`config.mk`:
```
export PLATFORM = sky130hd
export DESIGN_NAME = fault_ru_allocator_flat
export DESIGN_NICKNAME = d
export VERILOG_FILES = /design/src/rtl/fault_ru_allocator_if.sv /design/src/rtl/fault_ru_allocator.sv /design/src/flat_wrapper.sv
export SDC_FILE = /design/constraint.sdc
export NUM_CORES = 1
export LEC_CHECK = 0
export CAP_MARGIN = 0
export CELL_PAD_IN_SITES_DETAIL_PLACEMENT = 0
export CELL_PAD_IN_SITES_GLOBAL_PLACEMENT = 1
export CORE_ASPECT_RATIO = 0.6
export CORE_MARGIN = 3
export CORE_UTILIZATION = 35
export DETAILED_ROUTE_END_ITERATION = 6
export PLACE_DENSITY_LB_ADDON = 0.1
export RECOVER_POWER = 50
export SYNTH_ARGS = -nofsm -noshare
export SYNTH_HDL_FRONTEND = slang
export SYNTH_SLANG_ARGS = --single-unit
export TNS_END_PERCENT = 50
```
`constraint.sdc`:
```
create_clock -name clk -period 2.12 [get_ports clk]
set_input_delay 0.318 -clock clk [delete_from_list [all_inputs] [get_ports clk]]
set_output_delay 0.318 -clock clk [all_outputs]
set_load 0.02 [all_outputs]
```
`src/rtl/fault_ru_allocator_if.sv`:
```
// Handshake and result bus between the RU allocator and its control/consumer logic.
interface fault_ru_allocator_if #(
   parameter int unsigned ROWS   = 4,
   parameter int unsigned COLS   = 4,
   parameter int unsigned NUM_RU = 4
);
   localparam int unsigned MAP_W = $clog2(COLS);
   localparam int unsigned CNT_W = $clog2(ROWS*COLS) + 1;

   logic                      start;
   logic [ROWS*COLS-1:0]      STW_result_mat;
   logic [MAP_W*NUM_RU-1:0]   ru_row_mapping;
   logic [MAP_W*NUM_RU-1:0]   ru_col_mapping;
   logic [NUM_RU-1:0]         ru_enable;
   logic [CNT_W-1:0]          fault_count;
   logic                      alloc_overflow;
   logic                      busy;
   logic                      alloc_done;

   modport master (
      output start, STW_result_mat,
      input  ru_row_mapping, ru_col_mapping, ru_enable, fault_count,
             alloc_overflow, busy, alloc_done
   );

   modport slave (
      input  start, STW_result_mat,
      output ru_row_mapping, ru_col_mapping, ru_enable, fault_count,
             alloc_overflow, busy, alloc_done
   );
endinterface

```
`src/rtl/fault_ru_allocator.sv`:
```
// Redundant-unit allocator: scans a snapshot of per-PE self-test results one PE
// per cycle in row-major order and maps each faulty PE onto the next free RU.
module fault_ru_allocator #(
   parameter int unsigned ROWS   = 4,
   parameter int unsigned COLS   = 4,
   parameter int unsigned NUM_RU = 4
) (
   input logic                  clk,
   input logic                  rst,
   fault_ru_allocator_if.slave  bus
);
   localparam int unsigned NUM_PE = ROWS * COLS;
   localparam int unsigned IDX_W  = $clog2(NUM_PE);
   localparam int unsigned PTR_W  = $clog2(NUM_RU) + 1;
   localparam int unsigned MAP_W  = $clog2(COLS);
   localparam int unsigned CNT_W  = $clog2(NUM_PE) + 1;

   typedef enum logic [1:0] {IDLE, SCAN, DONE} state_t;

   state_t                    state;
   logic [NUM_PE-1:0]         snap;
   logic [IDX_W-1:0]          idx;
   logic [PTR_W-1:0]          ptr;
   logic [MAP_W*NUM_RU-1:0]   row_map;
   logic [MAP_W*NUM_RU-1:0]   col_map;
   logic [NUM_RU-1:0]         ru_en;
   logic [CNT_W-1:0]          fault_cnt;
   logic                      overflow;
   logic                      busy_q;
   logic                      done_q;

   // Row/column of the PE currently under scan.
   logic [MAP_W-1:0]          cur_row_c;
   logic [MAP_W-1:0]          cur_col_c;
   assign cur_row_c = MAP_W'(idx / IDX_W'(COLS));
   assign cur_col_c = MAP_W'(idx % IDX_W'(COLS));

   // Allocation FSM; every output is a register updated here.
   always_ff @(posedge clk) begin
      if (rst) begin
         state     <= IDLE;
         snap      <= '0;
         idx       <= '0;
         ptr       <= '0;
         row_map   <= '0;
         col_map   <= '0;
         ru_en     <= '0;
         fault_cnt <= '0;
         overflow  <= 1'b0;
         busy_q    <= 1'b0;
         done_q    <= 1'b0;
      end else begin
         done_q <= 1'b0;
         case (state)
            IDLE: begin
               if (bus.start) begin
                  snap      <= bus.STW_result_mat;
                  idx       <= '0;
                  ptr       <= '0;
                  row_map   <= '0;
                  col_map   <= '0;
                  ru_en     <= '0;
                  fault_cnt <= '0;
                  overflow  <= 1'b0;
                  busy_q    <= 1'b1;
                  state     <= SCAN;
               end
            end
            SCAN: begin
               if (!snap[idx]) begin
                  fault_cnt <= fault_cnt + CNT_W'(1);
                  if (ptr < PTR_W'(NUM_RU)) begin
                     for (int unsigned i = 0; i < NUM_RU; i++) begin
                        if (ptr == PTR_W'(i)) begin
                           row_map[i*MAP_W +: MAP_W] <= cur_row_c;
                           col_map[i*MAP_W +: MAP_W] <= cur_col_c;
                           ru_en[i]                  <= 1'b1;
                        end
                     end
                     ptr <= ptr + PTR_W'(1);
                  end else begin
                     overflow <= 1'b1;
                  end
               end
               idx <= idx + IDX_W'(1);
               if (idx == IDX_W'(NUM_PE - 1)) begin
                  done_q <= 1'b1;
                  state  <= DONE;
               end
            end
            DONE: begin
               busy_q <= 1'b0;
               state  <= IDLE;
            end
            default: begin
               busy_q <= 1'b0;
               state  <= IDLE;
            end
         endcase
      end
   end

   assign bus.ru_row_mapping = row_map;
   assign bus.ru_col_mapping = col_map;
   assign bus.ru_enable      = ru_en;
   assign bus.fault_count    = fault_cnt;
   assign bus.alloc_overflow = overflow;
   assign bus.busy           = busy_q;
   assign bus.alloc_done     = done_q;
endmodule

```
`src/flat_wrapper.sv`:
```
// flat-port wrapper written by rule: the top's interface ports become plain ports
module fault_ru_allocator_flat 
#(
   parameter int unsigned ROWS   = 4,
   parameter int unsigned COLS   = 4,
   parameter int unsigned NUM_RU = 4
)
  (clk, rst, bus_start, bus_STW_result_mat, bus_ru_row_mapping, bus_ru_col_mapping, bus_ru_enable, bus_fault_count, bus_alloc_overflow, bus_busy, bus_alloc_done);
  fault_ru_allocator_if #(.ROWS(ROWS), .COLS(COLS), .NUM_RU(NUM_RU)) bus_i ();
  input logic clk;
  input logic rst;
  input wire logic [$bits(bus_i.start)-1:0] bus_start;
  input wire logic [$bits(bus_i.STW_result_mat)-1:0] bus_STW_result_mat;
  output wire logic [$bits(bus_i.ru_row_mapping)-1:0] bus_ru_row_mapping;
  output wire logic [$bits(bus_i.ru_col_mapping)-1:0] bus_ru_col_mapping;
  output wire logic [$bits(bus_i.ru_enable)-1:0] bus_ru_enable;
  output wire logic [$bits(bus_i.fault_count)-1:0] bus_fault_count;
  output wire logic [$bits(bus_i.alloc_overflow)-1:0] bus_alloc_overflow;
  output wire logic [$bits(bus_i.busy)-1:0] bus_busy;
  output wire logic [$bits(bus_i.alloc_done)-1:0] bus_alloc_done;
  assign bus_i.start = bus_start;
  assign bus_i.STW_result_mat = bus_STW_result_mat;
  assign bus_ru_row_mapping = bus_i.ru_row_mapping;
  assign bus_ru_col_mapping = bus_i.ru_col_mapping;
  assign bus_ru_enable = bus_i.ru_enable;
  assign bus_fault_count = bus_i.fault_count;
  assign bus_alloc_overflow = bus_i.alloc_overflow;
  assign bus_busy = bus_i.busy;
  assign bus_alloc_done = bus_i.alloc_done;
  fault_ru_allocator #(.ROWS(ROWS), .COLS(COLS), .NUM_RU(NUM_RU)) u_core (.clk(clk), .rst(rst), .bus(bus_i));
endmodule
```
# Yosys cells after proc, flatten, opt, wreduce, memory -nomap -nowiden
# Cells that the tools add are included.
# Widths: inputs -> output; s select.
[classes] add_sub_neg=3 muxes=43 n_bitwise=1 magnitude_cmp=2 reduce_logical=15 eq_ne=14
[ops] cell="$mux 8" n=5
[ops] cell="$pmux 8 s2" n=2
[ops] cell="$mux 2" n=10
[ops] cell="$reduce_and 5->1" n=4
[ops] cell="$pmux 4 s2" n=2
[ops] cell="$mux 4" n=3
[ops] cell="$ne 2x1->1 const B" n=6
[ops] cell="$mux 1" n=10
[ops] cell="$mux 5" n=2
[ops] cell="$pmux 5 s2" n=1
[ops] cell="$mux 3" n=3
[ops] cell="$reduce_and 2->1" n=4
[ops] cell="$reduce_and 4->1" n=2
[ops] cell="$eq 3x2->1 const B" n=2
[ops] cell="$ne 2x2->1 const B" n=3
[ops] cell="$pmux 3 s2" n=1
[ops] cell="$add 5x1->5 const B" n=1
[ops] cell="$lt 4x5->1 const B" n=1
[ops] cell="$add 4x1->4 const B" n=1
[ops] cell="$bmux 1 s4" n=1
[ops] cell="$eq 4x4->1 const B" n=1
[ops] cell="$pmux 1 s2" n=2
[ops] cell="$pmux 2 s2" n=1
[ops] cell="$add 3x1->3 const B" n=1
[ops] cell="other kinds (9)" n=9
[totals] output_inout_bits=28 input_bits=19 ff_bits=53

# Longest topological paths before layout
[logic_depth] word_depth=5 depth_mapped=7

# Worst setup path after synthesis
# OpenSTA, ideal clock, no wires.
[synth_timing] path_type="reg-to-reg" startpoint="reg u_core.idx[1]" endpoint="reg u_core.fault_cnt[1] (netlist: u_core.bus.fault_count[1])" required_ns=2.005 path_buffers=2 arrival_time_ns=2.055 stages_incl_launch_ff=8 slack_ns=-0.050 cell_sequence="dfxtp_1 > buf_6 > mux4_2 > mux4_2 > nor2_4 > buf_6 > nor2_1 > a31o_1"
[synth_between] elab_chain_cells=4
[synth_lines] element="start, declared" line_no="fault_ru_allocator.sv:22" text="logic [IDX_W-1:0] idx;"
[synth_lines] element="start signal, assigned" line_no="fault_ru_allocator.sv:85" text="idx <= idx + IDX_W'(1);"
[synth_lines] element="$bmux 1 s4" line_no="fault_ru_allocator.sv:70" text="if (!snap[idx]) begin"
[synth_lines] element="$mux 1 (implied by the code)" line_no="fault_ru_allocator.sv:70"
[synth_lines] element="$ne 2x2->1 (no source line)"
[synth_lines] element="$reduce_and 3->1 (no source line)"
[synth_lines] element="end signal, assigned" line_no="fault_ru_allocator.sv:71" text="fault_cnt <= fault_cnt + CNT_W'(1);"
[synth_lines] element="end, declared" line_no="fault_ru_allocator.sv:27" text="logic [CNT_W-1:0] fault_cnt;"
# No other way between the ends. The select of a mux whose other input is x is not followed.
# A chain may end at the register's enable or synchronous reset.

# Worst setup path after layout
[layout_timing] startpoint="reg u_core.idx[1]" endpoint="reg u_core.ptr[0]"
[layout_between] elab_chain_cells=4
[layout_lines] element="$bmux 1 s4" line_no="fault_ru_allocator.sv:70"
[layout_lines] element="$mux 1 (implied by the code)" line_no="fault_ru_allocator.sv:70"
[layout_lines] element="$ne 2x2->1 (no source line)"
[layout_lines] element="$reduce_and 4->1 (no source line)"
[layout_lines] element="end signal, assigned" line_no="fault_ru_allocator.sv:80" text="ptr <= ptr + PTR_W'(1);"
[layout_lines] element="end, declared" line_no="fault_ru_allocator.sv:23" text="logic [PTR_W-1:0] ptr;"
# No other way between the ends. The select of a mux whose other input is x is not followed.

==> flow_summary.toml <==
[sta]
relSlewSlack = 0.486
slew_violations = 0
fin_crit_ns = 2.24
holdWs_ns = 0.469
fin_ws_ns = -0.124
tightest_slew_ns = 0.772
max_freq_mhz = 446
setup-violations-final = 26
hold_viol = 0
fin_skew_ns = 0.00737
fin_crit_sh = 1.06
grt_setup_unrepaired = "yes"
tns_ns = -1.72

[power]
p_sw_mw = 0.531
max-vdd-ir-drop_mv = 0.297
p_leak_nw = 1.12
seqPwrFrac = 0.542
swShare = 0.271
p_comb_frac = 0.171
powerDensity_nw_per_um2 = 663
power_frac_clock = 0.288
intPower_mw = 1.43

[flow_run]
drv_cap = 0

[cts]
cts_sinks = 53
root_buffer = "clkbuf_8"
cts-hold-fix-buffers = 0
clock_latency_ns = 0.31
clockBufferDepth = 2
tritoncts = "done"
htree_levels = 2
cts_buffers = 5
clk_pin_slew_ns = 0.10

[drt]
vias = 1770
drtIter0Drc = 113
drt-total-wl_microns = 5470
viasPerCell = 5.03
postRouteAntennaNets = 0
drc = 0
firstDrtPassIters = 4
wl_per_cell_microns = 15.5

[layout]
num-nets-final = 297
drive_gt1_frac = 0.162
design_area_sq_um = 2950
areaGrowthSynthToFinish_pct = 35.8
diodes = 0

[worst_setup_path]
worst-path-max-fanout = 9
end_kind = "register"
arrival_ns = 2.45
crit_path_start_kind = "register"
timing.rr.start = "u_core.idx[1]$_SDFFE_PP0P_"
crit_start = "u_core.idx[1]$_SDFFE_PP0P_"
path_class = "register to register"
critPathRequiredTime_ns = 2.33

[logic_synthesis]
synth_seq_cells = 53
syn_inst = 210
synthDistinctLibCells = 36
synth_area_per_cell_sq_um = 10.3
syn_area_sq_um = 2170
seq_area_frac_synth = 0.488
synth_warnings = 0
syn-num-nets = 236

[grt]
grt_max_degree = 20
grt_overflow = 0
antenna_found_initial = 0
grt_pass1_wl_microns = 8960
grt.total_usage = 0.163
grt_pass1_vias = 1728

[placed_design]
io_buffers = 46
finalWeightedCongestion = 0.791
dpl_cell_area_sq_um = 2840
place_hpwl_microns = 4130

[die]
dieArea_sq_um = 7220
boundaryPins = 47
die_x_microns = 108
die_h_microns = 67.0
rows = 21
core_area_sq_um = 5780
start_util = 0.376

[worst_hold_path]
hold_start = "u_core.bus.ru_col_mapping[2]$_SDFFE_PP0P_"
hp-class = "register to register"

[status]
status = "finished with violations"
violations = "negative setup slack"
==> placed cells by master (no fill, tap or decap), types with 3 or more instances in the layout <==
master            n
buf_4            15
ha_1              7
nor2_1           17
a21oi_1          13
o2bb2ai_1        12
mux4_2            5
dlygate4sd3_1     3
nand3_1           4
nand4_1           3
inv_1             5
a22o_1           17
nand2_1          17
nor2b_1           5
a32o_1            3
clkbuf_1          3
clkdlybuf4s50_1  43
o21ai_4           3
clkbuf_8          5
dfxtp_1          52
==> final cells by class <==
cell class,instances,area (sq um)
clock buffers,5,68.8
flip-flops and latches,53,1060
well taps,80,100
fillers,535,2830
clock inverters,3,17.5
multi-input cells,139,1060
inverters,6,22.5
repair buffers,66,619
==> power by group through the flow <==
stage | Clock, mW | Combinational [mW] | Sequential [mW]
finish | 0.563 | 0.334 | 1.06
global route | 0.630 | 0.368 | 1.07
CTS | 0.579 | 0.335 | 1.06
detailed placement | 0 | 0.322 | 1.08
global placement | 0 | 0.319 | 1.09
floorplan | 0 | 0.179 | 1.08
==> cell usage after synthesis, drive strengths merged <==
master,n,share of area
a21oi,13,0.030
mux2i,2,0.0092
a31o,2,0.0081
a211oi,2,0.0069
o21bai,1,0.0035
nand2,17,0.029
nand2b,2,0.0058
nor3b,3,0.010
nand4,3,0.0086
nor2,18,0.035
dfxtp,53,0.49
clkbuf,10,0.017
mux2,2,0.010
a32o,3,0.014
nor2b,5,0.014
o2bb2ai,12,0.048
a22oi,2,0.0069
or2,3,0.0098
mux4,5,0.052
o22ai,2,0.0058
nand3,4,0.0092
a22o,17,0.069
clkinv,1,0.0017
buf,2,0.010
ha,7,0.040
inv,5,0.0086
a41o,1,0.0046
xnor2,2,0.0081
o21ai,7,0.023
nor3,2,0.0046
or4,1,0.0035
a21bo,1,0.0046
==> state kept, by name, indices dropped and copies added, names as in the netlist, 2 cells and up <==
register and cells:
u_core.state 2, u_core.bus.ru_row_mapping 8, u_core.snap 16, u_core.ptr 3, u_core.idx 4, u_core.bus.fault_count 5, u_core.bus.ru_col_mapping 8, u_core.bus.ru_enable 4
==> layer usage <==
metal	GRT usage	up-vias	wire length (microns)
li1	-	898	-
met1	0.271	821	3130
met2	0.194	46	1970
met3	0.0397	5	332
met4	0.0425	0	43
met5	0	-	0
==> worst paths after layout <==
| check | to | slack (ns) | depth (start not counted) |
|---|---|---|---|
| setup / recovery | u_core.ptr[0]$_SDFFE_PP0P_ | -0.12 | 6 |
| hold / removal | u_core.bus.ru_col_mapping[2]$_SDFFE_PP0P_ | 0.47 | 1 |
| setup reg to reg | u_core.ptr[0]$_SDFFE_PP0P_ | -0.12 | 6 |
| hold reg to reg | u_core.bus.ru_col_mapping[2]$_SDFFE_PP0P_ | 0.47 | 1 |
==> worst max-delay path: stages, from the launching register on <==
cell and delay (ns):
dfxtp_4 0.41, mux4_2 0.53, mux4_2 0.57, nor2_4 0.18, buf_12 0.14, a211oi_1 0.08, a41o_1 0.24
==> what timing repair did <==
item	CTS	global route
resized for setup	5	3
endpoints found under the setup margin	29	29
setup buffers	0	0
==> cells by family after synthesis <==
kind of cell	count (synthesis)	synth area share
compound gates	63	0.224
xor+xnor	2	0.00806
fa+ha+maj	7	0.0403
buf+inv	18	0.0380
flops	53	0.488
mux	9	0.0714
simple gates	58	0.130
==> through the flow <==
stage	power, mW	std cells	utilization	setup slack, ns
floorplan	1.26	210	-	-0.000445
global placement	1.41	344	0.491	-0.0845
detailed placement	1.41	344	0.491	-0.151
CTS	1.97	352	0.511	-0.129
global route	2.06	352	0.510	-0.219
finish	1.96	352	0.510	-0.124
Note: power is estimated with default switching activity, not from simulation.
